[src/rtl/rgmii_tx_pkg.sv]
// Shared definitions for the RGMII transmit formatter: speed codes,
// formatter states and the default idle nibble.
package rgmii_tx_pkg;

    localparam logic [1:0] SPD_10       = 2'b00;
    localparam logic [1:0] SPD_100      = 2'b01;
    localparam logic [1:0] SPD_1000     = 2'b10;
    localparam logic [1:0] SPD_1000_ALT = 2'b11;

    localparam logic [3:0] IDLE_TXD_DEFAULT = 4'h0;

    // IDLE: nothing sent last edge; ONE: a full byte sent (gigabit);
    // LO: high nibble sent, ready for the next byte (10/100);
    // HI: low nibble sent, high nibble still pending (10/100).
    typedef enum logic [1:0] {
        IDLE = 2'd0,
        ONE  = 2'd1,
        LO   = 2'd2,
        HI   = 2'd3
    } tx_state_t;

    // Both 2'b10 and the reserved 2'b11 select byte-per-cycle operation.
    function automatic logic is_gig(input logic [1:0] spd);
        return (spd == SPD_1000) || (spd == SPD_1000_ALT);
    endfunction

endpackage

[src/rtl/rgmii_frame_cnt.sv]
// Saturating frame counter; holds at all-ones instead of wrapping.
module rgmii_frame_cnt #(
    parameter int CNT_W = 16
) (
    input  logic             clk,
    input  logic             rst,
    input  logic             inc,
    output logic [CNT_W-1:0] cnt
);

    logic [CNT_W-1:0] cnt_reg;
    logic [CNT_W-1:0] cnt_next;

    // Increment unless already saturated.
    always_comb begin
        cnt_next = cnt_reg;
        if (inc && (cnt_reg != {CNT_W{1'b1}})) begin
            cnt_next = cnt_reg + CNT_W'(1);
        end
    end

    // Counter register.
    always_ff @(posedge clk or posedge rst) begin
        if (rst) begin
            cnt_reg <= '0;
        end else begin
            cnt_reg <= cnt_next;
        end
    end

    assign cnt = cnt_reg;

endmodule

[src/rtl/rgmii_tx_fmt.sv]
// GMII byte stream to RGMII DDR-cell inputs. Gigabit sends a byte per
// cycle split across both edges; 10/100 sends the low nibble then the
// high nibble on consecutive cycles, each duplicated on both edges.
module rgmii_tx_fmt
    import rgmii_tx_pkg::*;
#(
    parameter logic [3:0] IDLE_TXD = IDLE_TXD_DEFAULT,
    parameter int         CNT_W    = 16
) (
    input  logic             C,
    input  logic             R,
    input  logic [1:0]       SPEED,
    input  logic             IN_VALID,
    output logic             IN_READY,
    input  logic [7:0]       GMII_TXD,
    input  logic             GMII_TX_EN,
    input  logic             GMII_TX_ER,
    output logic [3:0]       TXD_D1,
    output logic [3:0]       TXD_D2,
    output logic             CTL_D1,
    output logic             CTL_D2,
    output logic             ERR,
    output logic [CNT_W-1:0] FRAME_CNT
);

    tx_state_t  state_reg, state_next;
    logic [1:0] spd_reg, spd_next;
    logic       frame_reg, frame_next;
    logic [3:0] hi_reg, hi_next;
    logic       hi_en_reg, hi_en_next;
    logic       hi_er_reg, hi_er_next;
    logic [3:0] txd_d1_reg, txd_d1_next;
    logic [3:0] txd_d2_reg, txd_d2_next;
    logic       ctl_d1_reg, ctl_d1_next;
    logic       ctl_d2_reg, ctl_d2_next;
    logic       err_reg, err_next;
    logic       accept;
    logic       overrun;
    logic       cnt_inc;

    // Ready depends only on state: no room while a high nibble is pending.
    assign IN_READY = (state_reg != HI);
    assign accept   = IN_VALID && IN_READY;
    assign overrun  = IN_VALID && !IN_READY;

    // Next-state, next-output and frame tracking.
    always_comb begin
        state_next  = IDLE;
        spd_next    = spd_reg;
        frame_next  = frame_reg;
        hi_next     = hi_reg;
        hi_en_next  = hi_en_reg;
        hi_er_next  = hi_er_reg;
        txd_d1_next = IDLE_TXD;
        txd_d2_next = IDLE_TXD;
        ctl_d1_next = 1'b0;
        ctl_d2_next = 1'b0;
        err_next    = err_reg || overrun;
        cnt_inc     = 1'b0;

        // Speed changes are only picked up between frames.
        if ((state_reg == IDLE) && !frame_reg) begin
            spd_next = SPEED;
        end

        if (state_reg == HI) begin
            // Emit the pending high nibble; a colliding byte poisons its
            // CTL_D2 so the receiver sees an error on this nibble.
            state_next  = LO;
            txd_d1_next = hi_reg;
            txd_d2_next = hi_reg;
            ctl_d1_next = hi_en_reg;
            ctl_d2_next = overrun ? ~hi_en_reg : (hi_en_reg ^ hi_er_reg);
        end else if (accept) begin
            ctl_d1_next = GMII_TX_EN;
            ctl_d2_next = GMII_TX_EN ^ GMII_TX_ER;
            if (is_gig(spd_reg)) begin
                state_next  = ONE;
                txd_d1_next = GMII_TXD[3:0];
                txd_d2_next = GMII_TXD[7:4];
            end else begin
                state_next  = HI;
                txd_d1_next = GMII_TXD[3:0];
                txd_d2_next = GMII_TXD[3:0];
                hi_next     = GMII_TXD[7:4];
                hi_en_next  = GMII_TX_EN;
                hi_er_next  = GMII_TX_ER;
            end
            if (GMII_TX_EN) begin
                frame_next = 1'b1;
            end else if (frame_reg) begin
                frame_next = 1'b0;
                cnt_inc    = 1'b1;
            end
        end
    end

    // State and output registers; reset abandons any frame in flight.
    always_ff @(posedge C or posedge R) begin
        if (R) begin
            state_reg  <= IDLE;
            spd_reg    <= SPD_1000;
            frame_reg  <= 1'b0;
            hi_reg     <= 4'h0;
            hi_en_reg  <= 1'b0;
            hi_er_reg  <= 1'b0;
            txd_d1_reg <= IDLE_TXD;
            txd_d2_reg <= IDLE_TXD;
            ctl_d1_reg <= 1'b0;
            ctl_d2_reg <= 1'b0;
            err_reg    <= 1'b0;
        end else begin
            state_reg  <= state_next;
            spd_reg    <= spd_next;
            frame_reg  <= frame_next;
            hi_reg     <= hi_next;
            hi_en_reg  <= hi_en_next;
            hi_er_reg  <= hi_er_next;
            txd_d1_reg <= txd_d1_next;
            txd_d2_reg <= txd_d2_next;
            ctl_d1_reg <= ctl_d1_next;
            ctl_d2_reg <= ctl_d2_next;
            err_reg    <= err_next;
        end
    end

    assign TXD_D1 = txd_d1_reg;
    assign TXD_D2 = txd_d2_reg;
    assign CTL_D1 = ctl_d1_reg;
    assign CTL_D2 = ctl_d2_reg;
    assign ERR    = err_reg;

    rgmii_frame_cnt #(
        .CNT_W(CNT_W)
    ) u_frame_cnt (
        .clk(C),
        .rst(R),
        .inc(cnt_inc),
        .cnt(FRAME_CNT)
    );

endmodule

[config.mk]
export PLATFORM = sky130hd
export DESIGN_NAME = rgmii_tx_fmt
export DESIGN_NICKNAME = d
export VERILOG_FILES = /design/src/rtl/rgmii_tx_pkg.sv /design/src/rtl/rgmii_frame_cnt.sv /design/src/rtl/rgmii_tx_fmt.sv
export SDC_FILE = /design/constraint.sdc
export NUM_CORES = 1
export LEC_CHECK = 0
export BUFFER_PORTS_ARGS = -buffer_cell sky130_fd_sc_hd__clkbuf_2
export CORE_ASPECT_RATIO = 1.4
export CORE_MARGIN = 2
export CORE_UTILIZATION = 48
export CTS_BUF_LIST = sky130_fd_sc_hd__clkbuf_4 sky130_fd_sc_hd__clkbuf_8 sky130_fd_sc_hd__clkbuf_16
export DETAILED_ROUTE_END_ITERATION = 7
export PLACE_DENSITY = 0.77
export SLEW_MARGIN = 20
export SYNTH_ARGS = -nofsm -noshare
export SYNTH_HDL_FRONTEND = slang
export SYNTH_HIERARCHICAL = 1
export SYNTH_SLANG_ARGS = --single-unit
export TNS_END_PERCENT = 50
[constraint.sdc]
create_clock -name C -period 3.35 [get_ports C]
set_input_delay 1.005 -clock C [delete_from_list [all_inputs] [get_ports C]]
set_output_delay 1.005 -clock C [all_outputs]
set_load 0.02 [all_outputs]
==> metrics.txt <==
outcome finished, final reports clean; Post-Synthesis Cells 142; Startpoint Class input port; CTS tree yes; Post-synth top cells 36 x dfrtp_1, 22 x nand2_1, 11 x xnor2_1; Overflow after GRT 0; number of synthesized flops with an enable pin 0; relative slew slack 49.2%; hold endpoint ERR; Net Switching 0.465 mW; internal power component 0.925 mW; CTS H-tree lvls 2; Synth Register Bits 37; Clk pwr share 22.8%; Hold WS 0.466 ns; share of the synthesized area in the top cell type 53.4%; layout cells sized above 1 36.3%; Placeable Area 3380 um2; vias in the first global route 1235; Highest Clock Rate 398 MHz; most used standard cell by instance count after synthesis dfrtp_1; worst hold path startpoint ERR; CP Class in -> reg; Layout Nets 205; Reg area 927 um2; diode count 0; Distinct cells, synth 33; area occupied by multi-input gates 731 um2; post-route minimum period 2.51 ns; RR Startpoint state_reg[0]; worst-margin pin slew 0.761 ns; routability-driven placement congestion ratio 0.791; Post-DRT Antenna Nets 0; Row Count 25; CP Data Required Time 3.52 ns; CP endpoint kind flop; Clock Pin Slew Worst Setup and Hold Paths 0.07 ns; largest area contributor in the netlist dfrtp_1; Hold Crit Class reg -> reg; first-pass GRT wire length 5.53 mm; max FFs per register 16; post-cts resize count 0; number of vias per cell 5.54; Initial DRC Count 12; Sequential Power Share 48.1%; CP max FO 9; Worst Path Arrival 2.68 ns; drt wl/cell 14.6 um; largest net degree at the start of global routing 22; Syn Area/Cell 11.9 um2; sequential area share after synthesis 55.0%; total die area 4010 um2; I/O pin count 43; postcts setup bufs 0; Syn. warnings 6; WL final 3.35 mm; Num CTS Buffers 5; antenna violations before repair 0; die width 54.1 um; # DRC 0; reg2reg path depth 7; cts-stage hold buffer count 0; design area 2030 um2; largest cells by area after synthesis dfrtp_1 53%, xnor2_1 5.7%, mux2_4 5.3%, nand2_1 4.9%, mux2i_1 3.0%; Finished Core Util 60.1%; Die Ht 74.1 um; max-cap violations 0; pwr dens 685 nW/um2; Mapped Area 1690 um2; period utilization 74.9%; TNS Setup 0 ns; sw frac 33.4%; I/O Buffers 41; worst hold path depth 1; flop2flop setup slack 1.28 ns; Area Overhead vs Synth 20.4%; Initial Utilization 49.9%; Root Driver clkbuf_8; syn_nets 158; worst-skew pair later-pin latency 0.28 ns; max-slew violation count 0; CTS sink count 37; RSZ-0062 raised after global routing no; final hold viol count 0; # fillers 297; Finish-stage setup viols 0; First-pass DRT Iterations 4; via total after detailed routing 1275; combinational share of power 29.0%; clock buffer depth 2; peak supply drop 438 uV; Worst Skew 0.00290 ns; main flop type after synthesis dfrtp_1; GRT Total Usage 19.2%; worst reg2reg endpoint u_frame_cnt/cnt[14]; dpl hpwl 2.53 mm; Leak 1.04 nW; asr flop ratio synth 100%; Post-DP Area 1940 um2
cell families (layout without fill, tap and decap cells):
kind of cell / Yosys count / in the layout / synth area share [%]
AO/OA/AOI/OAI: 13 / 13 / 5.05
XOR/XNOR: 12 / 12 / 6.23
adder cells (fa/ha/maj): 1 / 1 / 0.742
buffers and inverters: 7 / 55 / 1.71
flip-flops: 37 / 37 / 55.0
multiplexers: 14 / 14 / 10.3
AND/OR/NAND/NOR: 58 / 58 / 21.0
critical path: stages:
cell	delay [ns]
clkbuf_2	0.13
a21bo_4	0.28
nor3b_1	0.20
buf_4	0.17
and4_1	0.27
nand3_1	0.15
nor2_1	0.14
mux2_2	0.34
metrics by stage:
| step | total power [mW] | worst slack (ns) | instances |
|---|---|---|---|
| 2_1_floorplan | 0.955 | 0.691 | 142 |
| 3_3_place_gp | 1.06 | 0.565 | 222 |
| 3_5_place_dp | 1.09 | 0.567 | 222 |
| 4_1_cts | 1.41 | 0.855 | 230 |
| 5_1_grt | 1.48 | 0.718 | 230 |
| 6_report | 1.39 | 0.840 | 230 |
layout make-up:
class	count	area share [%]
repair buffers	42	10.5
well taps	40	2.46
inverters	5	0.924
flip-flops and latches	37	45.7
clock buffers	8	4.50
multi-input cells	98	36.0
power by group through the flow:
| stage | Clock, mW | Sequential, mW | Combinational, mW |
|---|---|---|---|
| 4_1_cts | 0.327 | 0.672 | 0.409 |
| 6_report | 0.318 | 0.669 | 0.404 |
| 3_3_place_gp | 0 | 0.671 | 0.394 |
| 5_1_grt | 0.347 | 0.688 | 0.442 |
| 3_5_place_dp | 0 | 0.677 | 0.409 |
| 2_1_floorplan | 0 | 0.713 | 0.241 |
metal layers:
metal	global-route usage (%)	part of all wire, %	up-vias
met2	33.9	52	45
met3	5.22	5.4	8
met5	0	0	-
met1	21.7	40	635
met4	7.22	1.8	0
li1	-	-	587
layout by cell type, fill, tap and decap left out, types with 4 or more instances in the layout:
master     n
mux2_4     6
nand4_1    5
clkbuf_8   5
inv_1      5
o21ai_0    6
nand2_1   22
and3_1     4
mux2i_1    5
dfrtp_1   36
xnor2_1   11
clkbuf_2  41
nand3_1    8
worst max path at each step:
stage             start             endpoint
6_report       IN_VALID  u_frame_cnt/cnt[14]
5_1_grt        IN_VALID  u_frame_cnt/cnt[14]
4_1_cts        IN_VALID  u_frame_cnt/cnt[14]
3_5_place_dp   IN_VALID  u_frame_cnt/cnt[14]
3_3_place_gp   IN_VALID  u_frame_cnt/cnt[14]
2_1_floorplan  IN_VALID  u_frame_cnt/cnt[14]
No activity file was read; power rests on OpenSTA's default activity.
